### config.mk
export PLATFORM = sky130hd
export DESIGN_NAME = serial_mult_arbiter
export DESIGN_NICKNAME = d
export VERILOG_FILES = /design/src/rtl/serial_mult_arbiter.sv
export SDC_FILE = /design/constraint.sdc
export NUM_CORES = 1
export LEC_CHECK = 0
export CORE_ASPECT_RATIO = 1.25
export CORE_UTILIZATION = 40
export CTS_BUF_LIST = sky130_fd_sc_hd__clkbuf_8
export DETAILED_ROUTE_END_ITERATION = 8
export DONT_BUFFER_PORTS = 1
export GPL_TIMING_DRIVEN = 0
export PLACE_DENSITY = 0.64
export SLEW_MARGIN = 20
export SYNTH_ARGS = -nofsm -noshare
export SYNTH_HDL_FRONTEND = slang
export SYNTH_SLANG_ARGS = --single-unit
### constraint.sdc
create_clock -name clk -period 6.17 [get_ports clk]
set_input_delay 1.234 -clock clk [delete_from_list [all_inputs] [get_ports clk]]
set_output_delay 1.234 -clock clk [all_outputs]
set_load 0.005 [all_outputs]
### src/rtl/serial_mult_arbiter.sv
// serial_mult_arbiter: round-robin sharing of one serial multiplier among N_REQ requesters
//   requester side: req, a_in, b_in in; gnt (operands sampled), rsp_valid/rsp_data/rsp_err out; busy out
//   multiplier side: mul_start, mul_a, mul_b out; mul_p, mul_done in
module serial_mult_arbiter #(
  parameter int N_REQ   = 4,
  parameter int WIDTH   = 4,
  parameter int TIMEOUT = 2*WIDTH+4
) (
  input  logic                     clk,
  input  logic                     rst,
  input  logic [N_REQ-1:0]         req,
  input  logic [N_REQ*WIDTH-1:0]   a_in,
  input  logic [N_REQ*WIDTH-1:0]   b_in,
  output logic [N_REQ-1:0]         gnt,
  output logic [N_REQ-1:0]         rsp_valid,
  output logic [2*WIDTH-1:0]       rsp_data,
  output logic                     rsp_err,
  output logic                     busy,
  output logic                     mul_start,
  output logic [WIDTH-1:0]         mul_a,
  output logic [WIDTH-1:0]         mul_b,
  input  logic [2*WIDTH-1:0]       mul_p,
  input  logic                     mul_done
);
  localparam int IW = $clog2(N_REQ);
  localparam int WW = $clog2(TIMEOUT+1);
  typedef enum logic [1:0] {IDLE, LOAD, RUN, RESP} state_t;
  state_t               state_q;
  logic [IW-1:0]        rr_q, sel_q, pick_d, off;
  logic [IW:0]          sum;
  logic [WW-1:0]        wd_q;
  logic [N_REQ-1:0]     rsp_valid_q;
  logic [2*WIDTH-1:0]   rsp_data_q;
  logic                 rsp_err_q, mul_start_q;
  logic [WIDTH-1:0]     mul_a_q, mul_b_q;
  logic [2*N_REQ-1:0]   rot;
  // rot[k] is req[(rr_q+k) mod N_REQ]; the lowest set k is the next winner
  assign rot = {req, req} >> rr_q;
  always_comb begin
    off = '0;
    for (int k = N_REQ-1; k >= 0; k--)
      if (rot[k]) off = IW'(k);
    sum = {1'b0, rr_q} + {1'b0, off};
    pick_d = (sum >= (IW+1)'(N_REQ)) ? IW'(sum - (IW+1)'(N_REQ)) : IW'(sum);
  end
  // gnt is the same-cycle acknowledgement that the operands are being sampled
  assign gnt       = (state_q == IDLE && !rst && |req) ? {{(N_REQ-1){1'b0}}, 1'b1} << pick_d : '0;
  assign busy      = state_q != IDLE;
  assign rsp_valid = rsp_valid_q;
  assign rsp_data  = rsp_data_q;
  assign rsp_err   = rsp_err_q;
  assign mul_start = mul_start_q;
  assign mul_a     = mul_a_q;
  assign mul_b     = mul_b_q;
  always_ff @(posedge clk or posedge rst) begin
    if (rst) begin
      state_q     <= IDLE;
      rr_q        <= '0;
      sel_q       <= '0;
      wd_q        <= '0;
      rsp_valid_q <= '0;
      rsp_data_q  <= '0;
      rsp_err_q   <= 1'b0;
      mul_start_q <= 1'b0;
      mul_a_q     <= '0;
      mul_b_q     <= '0;
    end else begin
      rsp_valid_q <= '0;
      case (state_q)
        IDLE: if (|req) begin
          sel_q   <= pick_d;
          mul_a_q <= a_in[pick_d*WIDTH +: WIDTH];
          mul_b_q <= b_in[pick_d*WIDTH +: WIDTH];
          state_q <= LOAD;
        end
        LOAD: begin
          wd_q        <= '0;
          mul_start_q <= 1'b1;
          state_q     <= RUN;
        end
        RUN: begin
          wd_q <= wd_q + 1'b1;
          // wd_q==0 is the first RUN cycle, where Done may still be left over from the previous job
          if ((mul_done && wd_q != '0) || wd_q == WW'(TIMEOUT-1)) begin
            rsp_data_q  <= (mul_done && wd_q != '0) ? mul_p : '0;
            rsp_err_q   <= !(mul_done && wd_q != '0);
            rsp_valid_q <= {{(N_REQ-1){1'b0}}, 1'b1} << sel_q;
            mul_start_q <= 1'b0;
            state_q     <= RESP;
          end
        end
        RESP: begin
          rr_q    <= (sel_q == IW'(N_REQ-1)) ? '0 : sel_q + 1'b1;
          state_q <= IDLE;
        end
        default: state_q <= IDLE;
      endcase
    end
  end
endmodule

==> results.md <==
* Vias in the first global route at 1417
* Reg2reg setup slack at 3.50 ns
* Max Slew Vio Count at 0
* Hold path endpoint: mul_start$_DFFE_PP0P_
* HP Class: flop to flop
* CTS tree: done
* GR Overflow Total at 0
* Startpoint Class: input pin
* Cell area after layout at 2230 sq um
* CTS buffer count at 5
* WHS Path Cells at 1
* Share of post-route cells with drive strength above 1 at 0.188
* Mapped Cells at 199
* Final #Nets at 265
* Synth warn at 0
* Antenna violations before repair at 0
* First-pass iteration count of the detailed router at 4
* Hold_buf cts at 0
* Crit path max fanout at 10
* Final setup violation count at 0
* Synth Cell Area at 2050 sq um
* Worst hold start: mul_start$_DFFE_PP0P_
* Global-route usage over all layers at 0.168
* PortBufs at 0
* Drc violations at 0
* Worst Reg-to-Reg Cells at 9
* Crit. End Element: output port
* Unique masters post-synth at 48
* Vias per inst at 5.67
* Final HPWL DP at 3310 um
* Core area at 4830 sq um
* Drt first-iter violations at 39
* Seq/Total Area, Yosys at 0.391
* Critical path origin: req[0]
* Number of synthesized flops with an enable pin at 0
* FF-to-FF Start: rr_q[0]$_DFFE_PP0N_
* Worst-Margin Slew at 0.654 ns
* Via count at 1515
* Max Cap Violations at 0
* Post-synthesis average cell area at 10.3 sq um
* Area growth, synth to finish at 8.93%
* Antenna Cells at 0
* Longest Clk Path Bufs at 2
* GPL Wtd Cong at 0.770
* Static leakage at 0.985 nW
* RSZ-0062 raised after global routing: no
* Final hold vios at 0
* Postcts setup bufs at 0
* Pin count of the biggest net entering global routing at 33
* Power per standard cell area at 611 nW/um^2
* Worst Skew at 0.00629 ns
* #FFs+latches synth at 32
* Number of nets with antenna violations after routing at 0
* Clock Latency Late Sink at 0.28 ns
* Fin crit share at 0.682
* Max IR drop VDD at 0.421 mV
* Final wirelength at 4260 um
* Fraction of registers with async set/reset at 1.00
* Post-layout util at 0.461
* Die W at 66.0 um
* Initial Util at 0.423
* Clock Tree Root: clkbuf_8
* DP Area at 2120 sq um
* CP Data Required Time at 4.94 ns
* # IOs at 74
* Die area at 5410 sq um
* Clk slew on worst S/H paths at 0.06 ns
* Die Ht at 82.0 um
* Achievable frequency at 238 MHz
* Headroom to the max-slew limit at 0.564
* Worst EP arrival at 2.97 ns
* Total Neg Setup Slack at 0 ns
* RR Endpoint: mul_b[2]$_DFFE_PP0P_
* CTS resizes at 0
* Ys flop type: dfrtp_1
* H-tree Lvls at 2
* First-pass GRT wire length at 6870 um
* Critical path type: input pin to output port
* Syn nets at 258
* Sink Count at 32
* Min cycle time layout at 4.21 ns
* Site row count at 28
* Status: completed
* WL/cell at 16.0 um
cells in the final DEF (no fill, tap or decap), types with 7 or more instances in the layout:
cell / Yosys / final
ha_1: 12 / 12
inv_1: 12 / 12
nor2_1: 8 / 8
dfrtp_1: 32 / 32
a221oi_1: 8 / 8
nor2b_1: 16 / 16
o31ai_2: 7 / 7
a22o_1: 9 / 9
nand2_1: 20 / 20
nand3_1: 7 / 7
where the power goes:
part / total, mW / switching (mW) / internal (mW) / leakage [nW]
logic: 0.799 / 0.469 / 0.330 / 0.527
clock network: 0.191 / 0.0725 / 0.118 / 0.0593
registers: 0.371 / 0.0711 / 0.300 / 0.398
how the worst max path moves through the flow:
stage | to
floorplan | gnt[0]
global placement | gnt[3]
detailed placement | gnt[3]
CTS | gnt[3]
global route | gnt[3]
finish | gnt[3]
layer usage:
metal,GRT usage,share of wire,vias to the layer above
li1,-,-,739
met1,0.208,0.43,716
met2,0.278,0.49,58
met3,0.0556,0.067,2
met4,0.0447,0.0085,0
met5,0,0,-
per-stage QoR:
step           setup WS [ns]  hold WS [ns]  cells  power (mW)
2_1_floorplan           2.17         0.473    199        1.02
3_3_place_gp            1.99         0.508    259        1.16
3_5_place_dp            1.95         0.507    259        1.18
4_1_cts                 1.94         0.528    267        1.38
5_1_grt                 1.74         0.544    267        1.49
6_report                1.96         0.523    267        1.36
synth_stat cells (2+ instances only):
library cell / count / area share
a2111oi_2: 6 / 0.044
a21oi_1: 4 / 0.0098
a221oi_1: 8 / 0.034
a22o_1: 9 / 0.039
and3_1: 4 / 0.012
buf_2: 3 / 0.0073
buf_6: 2 / 0.011
clkbuf_1: 4 / 0.0073
dfrtp_1: 32 / 0.39
ha_1: 12 / 0.073
inv_1: 12 / 0.022
mux2_2: 4 / 0.022
nand2_1: 20 / 0.037
nand2b_1: 3 / 0.0092
nand3_1: 7 / 0.017
nor2_1: 8 / 0.015
nor2b_1: 16 / 0.049
nor3_1: 3 / 0.0073
o21ai_0: 6 / 0.015
o31ai_1: 2 / 0.0073
o31ai_2: 7 / 0.043
registers in the layout, summed over array words and instances (netlist names):
register,count
mul_b,4
rr_q,2
mul_start,1
state_q,2
mul_a,4
rsp_err,1
wd_q,4
sel_q,2
rsp_data,8
rsp_valid,4
cell type report:
type,instances,area (sq um)
Buffer,12,68.8
Inverter,12,45.0
Sequential cell,32,801
Clock inverter,3,38.8
Multi-Input combinational cell,143,1130
Tap cell,60,75.1
Clock buffer,5,68.8
Fill cell,494,2610
critical path, cell delays in order:
cell	delay, ns
nand2b_1	0.07
o22ai_1	0.06
o21ai_0	0.19
o221ai_1	0.18
ha_1	0.25
xnor2_1	0.39
nor3_4	0.06
buf_6	0.17
nor2_1	0.25
nor2_1	0.11
logic make-up (layout without fill, tap and decap cells):
logic type / after synthesis / count (layout) / synth area share
AOI/OAI and AO/OA: 57 / 57 / 0.266
xor gates and xnor gates: 2 / 2 / 0.00856
adders and majority gates: 12 / 12 / 0.0734
buffers and inverters: 24 / 32 / 0.0556
DFF: 32 / 32 / 0.391
muxes: 5 / 5 / 0.0294
and+or+nand+nor: 67 / 67 / 0.176
Power figures use the tool's default switching activity.
